## config.mk

```make
export PLATFORM = sky130hd
export DESIGN_NAME = bomb_ctrl_flat
export DESIGN_NICKNAME = d
export VERILOG_FILES = /design/src/rtl/bomb_ctrl_if.sv /design/src/rtl/bomb_ctrl.sv /design/src/flat_wrapper.sv
export SDC_FILE = /design/constraint.sdc
export NUM_CORES = 1
export LEC_CHECK = 0
export CELL_PAD_IN_SITES_DETAIL_PLACEMENT = 0
export CELL_PAD_IN_SITES_GLOBAL_PLACEMENT = 2
export CORE_MARGIN = 4
export CORE_UTILIZATION = 33
export CTS_CLUSTER_SIZE = 20
export DETAILED_ROUTE_END_ITERATION = 7
export GPL_ROUTABILITY_DRIVEN = 0
export PLACE_DENSITY = 0.79
export SYNTH_ARGS = -nofsm -noshare
export SYNTH_HDL_FRONTEND = slang
export SYNTH_SLANG_ARGS = --single-unit
```

## constraint.sdc

```tcl
create_clock -name frame_clk -period 3.5 [get_ports frame_clk]
set_input_delay 0.525 -clock frame_clk [delete_from_list [all_inputs] [get_ports frame_clk]]
set_output_delay 0.525 -clock frame_clk [all_outputs]
set_load 0.05 [all_outputs]
```

## src/rtl/bomb_ctrl_if.sv

```systemverilog
// bomb_ctrl_if: drop request, player position and collide in; published region, status and hit count out.
interface bomb_ctrl_if;
    logic       bomb_drop;
    logic [9:0] userX;
    logic [9:0] userY;
    logic       collide;
    logic [9:0] bombX;
    logic [9:0] bombY;
    logic [9:0] bombS;
    logic       bomb_live;
    logic       blast;
    logic [2:0] hit_count;
    modport master (
        output bomb_drop, userX, userY, collide,
        input  bombX, bombY, bombS, bomb_live, blast, hit_count
    );
    modport slave (
        input  bomb_drop, userX, userY, collide,
        output bombX, bombY, bombS, bomb_live, blast, hit_count
    );
endinterface

```

## src/rtl/bomb_ctrl.sv

```systemverilog
// bomb_ctrl: frame-clocked bomb fuse/blast sequencer publishing a square region and counting hits.
// Optional macro HIT_CLEAR_EN: a counted hit ends BLAST immediately and parks the region.
module bomb_ctrl #(
    parameter int FUSE_FRAMES     = 120,
    parameter int BLAST_FRAMES    = 30,
    parameter int COOLDOWN_FRAMES = 15,
    parameter int BOMB_SIZE       = 16,
    parameter int BLAST_RADIUS    = 32,
    parameter int TILE_LOG2       = 4,
    parameter int OFF_POS         = 700
) (
    input logic        frame_clk,
    input logic        Reset,
    bomb_ctrl_if.slave bus
);
    typedef enum logic [1:0] {IDLE, ARMED, BLAST, COOLDOWN} state_t;
    localparam logic [9:0]  OFF      = 10'(OFF_POS);
    localparam logic [9:0]  MASK     = 10'(~((1 << TILE_LOG2) - 1));
    localparam logic [9:0]  RAD      = 10'(BLAST_RADIUS);
    localparam logic [9:0]  SZ_ARMED = 10'(BOMB_SIZE);
    localparam logic [9:0]  SZ_BLAST = 10'(BOMB_SIZE + 2 * BLAST_RADIUS);
    localparam logic [15:0] FUSE_LD  = 16'(FUSE_FRAMES - 1);
    localparam logic [15:0] BLAST_LD = 16'(BLAST_FRAMES - 1);
    localparam logic [15:0] COOL_LD  = 16'(COOLDOWN_FRAMES - 1);
    state_t      state, state_n;
    logic [15:0] cnt, cnt_n;
    logic [9:0]  px, py, px_n, py_n;
    logic [9:0]  bx, by, bs, bx_n, by_n, bs_n;
    logic        drop_q, pend, pend_n, live_q, blast_q;
    logic        edge_req, hit, done, blast_end;
    logic [2:0]  hits, hits_n;
    assign edge_req = bus.bomb_drop & ~drop_q;
    assign hit      = (state == BLAST) & bus.collide & ~pend;
    assign done     = cnt == 16'd0;
`ifdef HIT_CLEAR_EN
    assign blast_end = done | hit;
`else
    assign blast_end = done;
`endif
    always_comb begin
        state_n = state;
        cnt_n   = cnt - 16'd1;
        px_n    = px;
        py_n    = py;
        pend_n  = pend | hit;
        hits_n  = (hit && hits != 3'd7) ? hits + 3'd1 : hits;
        case (state)
            IDLE: begin
                cnt_n = cnt;
                if (edge_req) begin
                    state_n = ARMED;
                    cnt_n   = FUSE_LD;
                    px_n    = bus.userX & MASK;
                    py_n    = bus.userY & MASK;
                end
            end
            ARMED: if (done) begin
                state_n = BLAST;
                cnt_n   = BLAST_LD;
                pend_n  = 1'b0;
            end
            BLAST: if (blast_end) begin
                state_n = COOLDOWN;
                cnt_n   = COOL_LD;
            end
            default: if (done) state_n = IDLE;
        endcase
        // Outputs are decoded from the next state so they register alongside it.
        bx_n = state_n == ARMED ? px_n : state_n == BLAST ? (px_n < RAD ? 10'd0 : px_n - RAD) : OFF;
        by_n = state_n == ARMED ? py_n : state_n == BLAST ? (py_n < RAD ? 10'd0 : py_n - RAD) : OFF;
        bs_n = state_n == ARMED ? SZ_ARMED : state_n == BLAST ? SZ_BLAST : 10'd0;
    end
    always_ff @(posedge frame_clk or posedge Reset) begin
        if (Reset) begin
            state   <= IDLE;
            cnt     <= 16'd0;
            px      <= 10'd0;
            py      <= 10'd0;
            drop_q  <= 1'b1;
            pend    <= 1'b0;
            hits    <= 3'd0;
            bx      <= OFF;
            by      <= OFF;
            bs      <= 10'd0;
            live_q  <= 1'b0;
            blast_q <= 1'b0;
        end else begin
            state   <= state_n;
            cnt     <= cnt_n;
            px      <= px_n;
            py      <= py_n;
            drop_q  <= bus.bomb_drop;
            pend    <= pend_n;
            hits    <= hits_n;
            bx      <= bx_n;
            by      <= by_n;
            bs      <= bs_n;
            live_q  <= state_n == ARMED;
            blast_q <= state_n == BLAST;
        end
    end
    assign bus.bombX     = bx;
    assign bus.bombY     = by;
    assign bus.bombS     = bs;
    assign bus.bomb_live = live_q;
    assign bus.blast     = blast_q;
    assign bus.hit_count = hits;
endmodule

```

## src/flat_wrapper.sv

```systemverilog
// flat-port wrapper written by rule: the top's interface ports become plain ports
module bomb_ctrl_flat 
#(
    parameter int FUSE_FRAMES     = 120,
    parameter int BLAST_FRAMES    = 30,
    parameter int COOLDOWN_FRAMES = 15,
    parameter int BOMB_SIZE       = 16,
    parameter int BLAST_RADIUS    = 32,
    parameter int TILE_LOG2       = 4,
    parameter int OFF_POS         = 700
)
  (frame_clk, Reset, bus_bomb_drop, bus_userX, bus_userY, bus_collide, bus_bombX, bus_bombY, bus_bombS, bus_bomb_live, bus_blast, bus_hit_count);
  bomb_ctrl_if bus_i ();
  input logic frame_clk;
  input logic Reset;
  input wire logic [$bits(bus_i.bomb_drop)-1:0] bus_bomb_drop;
  input wire logic [$bits(bus_i.userX)-1:0] bus_userX;
  input wire logic [$bits(bus_i.userY)-1:0] bus_userY;
  input wire logic [$bits(bus_i.collide)-1:0] bus_collide;
  output wire logic [$bits(bus_i.bombX)-1:0] bus_bombX;
  output wire logic [$bits(bus_i.bombY)-1:0] bus_bombY;
  output wire logic [$bits(bus_i.bombS)-1:0] bus_bombS;
  output wire logic [$bits(bus_i.bomb_live)-1:0] bus_bomb_live;
  output wire logic [$bits(bus_i.blast)-1:0] bus_blast;
  output wire logic [$bits(bus_i.hit_count)-1:0] bus_hit_count;
  assign bus_i.bomb_drop = bus_bomb_drop;
  assign bus_i.userX = bus_userX;
  assign bus_i.userY = bus_userY;
  assign bus_i.collide = bus_collide;
  assign bus_bombX = bus_i.bombX;
  assign bus_bombY = bus_i.bombY;
  assign bus_bombS = bus_i.bombS;
  assign bus_bomb_live = bus_i.bomb_live;
  assign bus_blast = bus_i.blast;
  assign bus_hit_count = bus_i.hit_count;
  bomb_ctrl #(.FUSE_FRAMES(FUSE_FRAMES), .BLAST_FRAMES(BLAST_FRAMES), .COOLDOWN_FRAMES(COOLDOWN_FRAMES), .BOMB_SIZE(BOMB_SIZE), .BLAST_RADIUS(BLAST_RADIUS), .TILE_LOG2(TILE_LOG2), .OFF_POS(OFF_POS)) u_core (.frame_clk(frame_clk), .Reset(Reset), .bus(bus_i));
endmodule
```

==> results_dict.tcl, run 1 <==
set metrics [dict create \
    slew_headroom_pct 51.2 \
    cp-start-kind "register" \
    boundaryPins 59 \
    hold_start "u_core.px[4]" \
    critPathSlowestCell "dfrtp_1" \
    regToRegSetupSlack_ps 430 \
    firstDrtPassIters 4 \
    powerDensity_mw_per_mm2 773 \
    grt_max_degree 37 \
    path_buf_inv 2 \
    final_cell_mix "54 x dfrtp_1, 42 x clkdlybuf4s50_1, 24 x o21ai_0" \
    hold_buffers 0 \
    numCtsBuffers 9 \
    fill_cells 895 \
    drt_iter0_drc 77 \
    synth-seq-area-share_pct 53.8 \
    cp_top_family "simple AND/OR/NAND/NOR gates" \
    register_area_mm2 0.00169 \
    cts_root_buffer "clkbuf_8" \
    layout-drive-gt1-share_pct 14.0 \
    synthArstFlopShare_pct 100 \
    via_per_inst 4.78 \
    synth-seq-cells 67 \
    p_leak_nw 1.75 \
    syn_to_final_growth_pct 25.1 \
    max_freq_mhz 326 \
    crit_required_ps 3720 \
    timing.rr.start "u_core.cnt[0]" \
    worstSkewPairLatency_ps 340 \
    final_area_mm2 0.00394 \
    r2r_end "u_core.bus.bombY[8]" \
    yosysTopAreaCellShare_pct 42.9 \
    crit_chain "inv_1 -> ha_1 -> nor4b_1 -> and4_1 -> nand2_1 -> xnor2_1 -> ha_1 -> inv_1 -> nand2_1 -> nor4_1 -> a311o_1" \
    final_hold_viol_count 0 \
    hold_end "u_core.px[4]" \
    placedCellCount 470 \
    path_clk_slew_ps 80 \
    drt-total-wl_um 7110 \
    synth_top_area_cell "dfrtp_1" \
    die_area_mm2 0.0112 \
    crit_type "reg2reg" \
    syn-mean-instance-area_um2 10.5 \
    drc 0 \
    antenna_found_initial 0 \
    antenna_left 0 \
    synthFlopType "dfrtp_1" \
    place.detailed.hpwl_um 4940 \
    min_path_cells 2 \
    synthCells 301 \
    hold_path.class "reg2reg" \
    rsz0062_at_grt "false" \
    final_cells 486 \
    ir_drop_uv 391 \
    diodes 0 \
    yosysWarnings 0 \
    min_period_ps 3070 \
    floorplan.initialDensity_pct 34.1 \
    die_x_um 106 \
    finish.utilization_pct 42.6 \
    yosysUniqueCellTypes 54 \
    synth_area_leaders "dfrtp_1 43%, dfstp_2 11%, o21ai_0 3.8%" \
    fin_skew_ps 9.01 \
    place_area_mm2 0.00371 \
    grtUsageTotal_pct 13.4 \
    postCtsSetupBuffers 0 \
    core-area_mm2 0.00924 \
    die_h_um 106 \
    cp_slowest_stage_delay_ps 380 \
    avgRoutedWirePerCell_um 14.6 \
    syn_area_mm2 0.00315 \
    final_nets 385 \
    grt_pass1_vias 2383 \
    grt_pass1_wl_um 12000 \
    end_kind "register" \
    cts_tree "yes" \
    cts.sinks 67 \
    ctsResizeCount 0 \
    status "completed" \
    rows 35 \
    synth_edf_count 0 \
    arrival_ps 3290 \
    mostFrequentLayoutCell "dfrtp_1" \
    io_buffers 42 \
    slew_viol_final 0 \
    setup_viol 0 \
    min_period_over_period_pct 87.6 \
    maxCapViolCount 0 \
    worst-slew-pin-transition_ps 731 \
    crit_path_max_fanout 8 \
    vias 2322 \
    grt-ovfl-total 0 \
    cts_max_level 3 \
    multi_input_comb_area_mm2 0.00130 \
    fin_setup_tns_ps 0 \
    cts_buffer_depth 2 \
    worst_r2r_path_depth 11 \
]
[worst max-delay path by stage]
stage	start	to	cells past startpoint	slack, ps
finish	u_core.cnt[0]	u_core.bus.bombY[8]	11	430
global route	u_core.cnt[0]	u_core.bus.bombY[8]	11	230
CTS	u_core.cnt[0]	u_core.bus.bombY[8]	11	420
detailed placement	u_core.cnt[0]	u_core.bus.bombY[8]	11	470
global placement	u_core.cnt[0]	u_core.bus.bombY[8]	11	490
floorplan	u_core.cnt[0]	u_core.bus.bombX[7]	12	810
[cell type report]
type                       count  area share [%]
tap                          129            4.10
timing repair buffer          50            12.2
multi-input combinational    204            33.1
inverter                      20            1.91
sequential                    67            43.0
clock inverter                 7            2.57
clock buffer                   9            3.15
[report_power, final]
| part | total [mW] | switching (mW) | internal (mW) |
|---|---|---|---|
| sequential | 1.20 | 0.166 | 1.03 |
| combinational | 1.11 | 0.702 | 0.405 |
| clock | 0.737 | 0.329 | 0.407 |
[per-stage QoR]
| step | setup WS [ps] | power [mW] | hold slack, ps |
|---|---|---|---|
| 2_1_floorplan | 813 | 1.98 | 435 |
| 3_3_place_gp | 487 | 2.32 | 452 |
| 3_5_place_dp | 470 | 2.33 | 456 |
| 4_1_cts | 422 | 3.08 | 476 |
| 5_1_grt | 231 | 3.24 | 488 |
| 6_report | 434 | 3.04 | 475 |
[metal layers]
metal  track usage, %  routed length [um]  up-vias
met5                0                   0        -
met4             4.44                  92        0
met3             3.55                 266       10
met2             21.3                3380       37
met1             17.9                3370     1130
li1                 -                   -     1145
[worst register-to-register path, delay by kind of cell, from the launching register on]
kind,cells,cell delay [ps]
simple gates,5,1160
fa+ha+maj,2,540
flops,1,380
compound gates,1,320
xor+xnor,1,290
buf+inv,2,250
[registers in the layout (all words and copies together), names as in the netlist]
register / flops
u_core.px: 10
u_core.drop_q: 1
u_core.py: 10
u_core.cnt: 16
u_core.bus.blast: 1
u_core.bus.bombS: 2
u_core.pend: 1
u_core.state: 2
u_core.bus.bombY: 10
u_core.bus.bombX: 10
u_core.bus.hit_count: 3
u_core.bus.bomb_live: 1
[cells by family (layout without fill, tap and decap cells)]
family | after synthesis | in the layout | synth area share (%)
multiplexers | 14 | 14 | 4.73
AND/OR/NAND/NOR | 95 | 95 | 16.2
flip-flops | 67 | 67 | 53.8
AO/OA/AOI/OAI | 70 | 70 | 13.6
buffers and inverters | 37 | 86 | 5.69
XOR/XNOR | 6 | 6 | 1.67
other | 1 | 8 | 0.119
adder cells (fa/ha/maj) | 11 | 11 | 4.25
[synthesized netlist by cell type (5+ instances only)]
library cell,n
dfrtp_1,54
o21ai_0,24
nand2_1,23
nor2_1,22
inv_1,20
a21oi_1,17
dfstp_2,13
mux2i_1,10
nor3_1,10
ha_1,9
a31oi_1,8
and2_1,8
buf_4,8
nor2b_1,7
clkbuf_1,5
xnor2_1,5
(Power assumes the default switching activity.)
==> run 2: changes to the inputs <==
REMOVE_ABC_BUFFERS = 1   (was default)
==> run 2 against run 1 <==
- power increased by 4.0%
- largest cell class unchanged
- critical endpoint unchanged
- clock power increased by 19%
- sequential share of layout area decreased by 0.29 points
- critical path type unchanged
==> results_dict.tcl, run 2 (same netlist as run 1, synthesis figures left out) <==
set metrics [dict create \
    status "completed" \
    grt_max_degree 39 \
    rsz0062_at_grt "false" \
    powerDensity_mw_per_mm2 798 \
    worstSkewPairLatency_ps 340 \
    cts_root_buffer "clkbuf_8" \
    final_cell_mix "54 x dfrtp_1, 42 x clkdlybuf4s50_1, 24 x o21ai_0" \
    end_kind "register" \
    maxCapViolCount 0 \
    worst-slew-pin-transition_ps 813 \
    cp-start-kind "register" \
    cts_tree "yes" \
    path_clk_slew_ps 80 \
    p_leak_nw 1.76 \
    min_period_ps 3060 \
    die_h_um 106 \
    slew_viol_final 0 \
    mostFrequentLayoutCell "dfrtp_1" \
    rows 35 \
    grt-ovfl-total 0 \
    diodes 0 \
    crit_required_ps 3720 \
    fin_setup_tns_ps 0 \
    min_period_over_period_pct 87.5 \
    hold_path.class "reg2reg" \
    postCtsSetupBuffers 0 \
    fin_skew_ps 6.25 \
    antenna_left 0 \
    arrival_ps 3280 \
    crit_type "reg2reg" \
    largest_reg_flops 16 \
    grtUsageTotal_pct 13.2 \
    antenna_found_initial 0 \
    firstDrtPassIters 4 \
    die_area_mm2 0.0112 \
    via_per_inst 4.85 \
    max_freq_mhz 327 \
    ctsResizeCount 0 \
    hold_buffers 0 \
    setup_viol 0 \
    grt_pass1_wl_um 11900 \
    ir_drop_uv 426 \
    numCtsBuffers 9 \
    crit_path_max_fanout 8 \
    cts.sinks 67 \
    layout-drive-gt1-share_pct 13.3 \
    boundaryPins 59 \
    final_hold_viol_count 0 \
    drc 0 \
    placedCellCount 467 \
    vias 2342 \
    cts_buffer_depth 2 \
    io_buffers 42 \
    slew_headroom_pct 45.7 \
    cts_max_level 3 \
    floorplan.initialDensity_pct 34.1 \
    final_cells 483 \
    place.detailed.hpwl_um 4760 \
    drt_iter0_drc 110 \
    core-area_mm2 0.00924 \
    drt-total-wl_um 6830 \
    avgRoutedWirePerCell_um 14.1 \
    grt_pass1_vias 2462 \
    final_nets 382 \
    syn_to_final_growth_pct 25.9 \
    die_x_um 106 \
    largest_register "u_core.cnt" \
]
## run 2: stage by stage
step	hold slack, ps	area, um2	worst slack, ps	power (mW)	util, %
global placement	453	3690	482	2.30	39.9
finish	475	3960	438	3.16	42.9
detailed placement	458	3690	500	2.30	39.9
global route	490	3960	181	3.36	42.9
floorplan	435	3070	778	1.96	-
CTS	476	3960	468	3.20	42.9
## run 2: area by class of cell
| class | instances | area, um2 |
|---|---|---|
| clock buffer | 10 | 138 |
| inverter | 20 | 75.1 |
| sequential | 67 | 1690 |
| tap | 129 | 161 |
| multi-input combinational | 204 | 1300 |
| clock inverter | 6 | 136 |
| timing repair buffer | 47 | 458 |
| fill | 900 | 5280 |
## run 2: metal layers
metal | vias up | share of wire (%) | GRT usage [%]
met1 | 1147 | 47 | 17.0
met2 | 50 | 47 | 21.6
li1 | 1136 | - | -
met5 | - | 0 | 0
met4 | 0 | 1.6 | 5.37
met3 | 9 | 3.9 | 2.82
## run 2: where the power goes
group / internal [mW] / switching (mW) / leakage (nW)
clock network: 0.566 / 0.310 / 0.133
logic: 0.388 / 0.702 / 0.806
registers: 1.03 / 0.164 / 0.821
total: 1.99 / 1.18 / 1.76
## run 2: worst paths after layout
kind,startpoint,endpoint,slack [ps],cells after the start
min,u_core.px[2],u_core.px[2],480,1
max in group asynchronous,Reset,u_core.drop_q,2010,3
max,u_core.cnt[0],u_core.bus.bombY[8],440,11
min reg2reg,u_core.px[2],u_core.px[2],480,1
min in group asynchronous,Reset,u_core.cnt[10],660,2
max reg2reg,u_core.cnt[0],u_core.bus.bombY[8],440,11
## run 2: critical path: stages (launching register included)
cell and delay (ps):
dfrtp_1 390, inv_1 130, ha_1 160, nor4b_1 330, and4_1 330, nand2_1 220, xnor2_1 300, inv_1 110
ha_1 310, nand2_1 250, nor4_1 100, a311o_1 320
==> run 3: changes to the inputs <==
CELL_PAD_IN_SITES_GLOBAL_PLACEMENT = 1   (was 2)
CORE_UTILIZATION = 40   (was 33)
==> run 3 against run 2 <==
- die area is 16% lower
- critical path type unchanged
- clock power shrank 25%
- critical endpoint unchanged
- highest routed layer unchanged
- largest cell class unchanged
- sequential share of layout area up 0.87 points
==> results_dict.tcl, run 3 (same netlist as run 1, synthesis figures left out) <==
set metrics [dict create \
    status "completed" \
    crit_type "reg2reg" \
    crit_required_ps 3740 \
    worst-slew-pin-transition_ps 562 \
    p_leak_nw 1.74 \
    crit_path_max_fanout 9 \
    die_h_um 96.7 \
    internal_power_mw 1.77 \
    end_kind "register" \
    arrival_ps 3290 \
    die_area_mm2 0.00935 \
    rsz0062_at_grt "false" \
    antenna_found_initial 0 \
    hold_buffers 0 \
    antenna_left 0 \
    layout-drive-gt1-share_pct 13.5 \
    min_path_cells 1 \
    largest_register "u_core.cnt" \
    final_area_mm2 0.00388 \
    diodes 0 \
    setup_viol 0 \
    postCtsSetupBuffers 0 \
    powerDensity_mw_per_mm2 762 \
    largest_reg_flops 16 \
    final_hold_viol_count 0 \
    grtUsageTotal_pct 15.1 \
    hold_start "u_core.py[0]" \
    min_period_ps 3050 \
    boundaryPins 59 \
    syn_to_final_growth_pct 23.4 \
    core-area_mm2 0.00769 \
    io_buffers 42 \
    max_freq_mhz 327 \
    cts_tree "yes" \
    slew_headroom_pct 62.3 \
    fin_skew_ps 14.6 \
    r2r_end "u_core.bus.bombY[8]" \
    final_cell_mix "54 x dfrtp_1, 42 x clkdlybuf4s50_1, 24 x o21ai_0" \
    regToRegSetupSlack_ps 450 \
    cts_buffer_depth 2 \
    path_clk_slew_ps 90 \
    switching_share_pct 40.0 \
    cts_root_buffer "clkbuf_8" \
    grt_max_degree 68 \
    drt-total-wl_um 6630 \
    rows 32 \
    via_per_inst 5.03 \
    maxCapViolCount 0 \
    grt_pass1_vias 2404 \
    numCtsBuffers 9 \
    hold_end "u_core.py[0]" \
    timing.rr.start "u_core.cnt[0]" \
    hold_path.class "reg2reg" \
    drc 0 \
    avgRoutedWirePerCell_um 14.5 \
    floorplan.initialDensity_pct 40.9 \
    min_period_over_period_pct 87.3 \
    worstSkewPairLatency_ps 350 \
    drt_iter0_drc 47 \
    worst_hold_slack_ps 479 \
    crit_start "u_core.cnt[0]" \
    grt-ovfl-total 0 \
    ir_drop_uv 544 \
    grt_pass1_wl_um 11500 \
    worst_r2r_path_depth 11 \
    combPwrFrac_pct 37.3 \
    switching_power_mw 1.18 \
    place_area_mm2 0.00368 \
    cts.sinks 67 \
    place.detailed.hpwl_um 4550 \
    cts_max_level 3 \
    ctsResizeCount 0 \
    cp-start-kind "register" \
    p_seq_share_pct 40.4 \
    mostFrequentLayoutCell "dfrtp_1" \
    vias 2306 \
    die_x_um 96.7 \
    firstDrtPassIters 4 \
    slew_viol_final 0 \
    clkPwrFrac_pct 22.3 \
    final_nets 384 \
    fin_setup_tns_ps 0 \
]
run 3: through the flow:
stage                     setup slack (ps)  utilization [%]  std cells  power [mW]
after floorplan                        778                -        291        1.96
after global placement                 521             47.9        442        2.30
after detailed placement               453             47.9        442        2.32
after CTS                              423             50.5        458        2.99
after global routing                   136             50.5        458        3.16
final                                  446             50.5        458        2.96
run 3: worst max-delay path by stage:
stage                                to  slack, ps  cells after the start
floorplan           u_core.bus.bombY[8]        780                     11
global placement    u_core.bus.bombY[8]        520                     11
detailed placement  u_core.bus.bombY[7]        450                     11
CTS                 u_core.bus.bombY[7]        420                     11
global route        u_core.bus.bombY[7]        140                     11
finish              u_core.bus.bombY[8]        450                     11
run 3: critical path, cell delays in order, from the launching register on:
cell	delay, ps
dfrtp_1	380
inv_1	130
ha_1	180
nor4b_1	310
and4_1	330
nand2_1	220
xnor2_1	280
ha_1	390
inv_1	130
nand2_1	210
nor4_1	90
a311o_1	320
run 3: cell type report:
class | count | area [um2]
multi-input combinational | 204 | 1300
inverter | 20 | 75.1
clock inverter | 6 | 73.8
sequential | 67 | 1690
timing repair buffer | 49 | 485
fill | 734 | 3800
tap | 102 | 128
clock buffer | 10 | 128
run 3: power groups by stage:
stage	Combinational [mW]	Clock, mW	Sequential (mW)
2_1_floorplan	0.471	0	1.49
3_3_place_gp	1.10	0	1.20
3_5_place_dp	1.11	0	1.20
4_1_cts	1.12	0.679	1.20
5_1_grt	1.21	0.715	1.23
6_report	1.10	0.659	1.20
run 3: metal layers:
| layer | up-vias | GRT usage [%] | routed length, um |
|---|---|---|---|
| met3 | 9 | 3.32 | 228 |
| li1 | 1145 | - | - |
| met4 | 0 | 6.26 | 93 |
| met5 | - | 0 | 0 |
| met1 | 1111 | 20.0 | 3110 |
| met2 | 41 | 24.2 | 3200 |
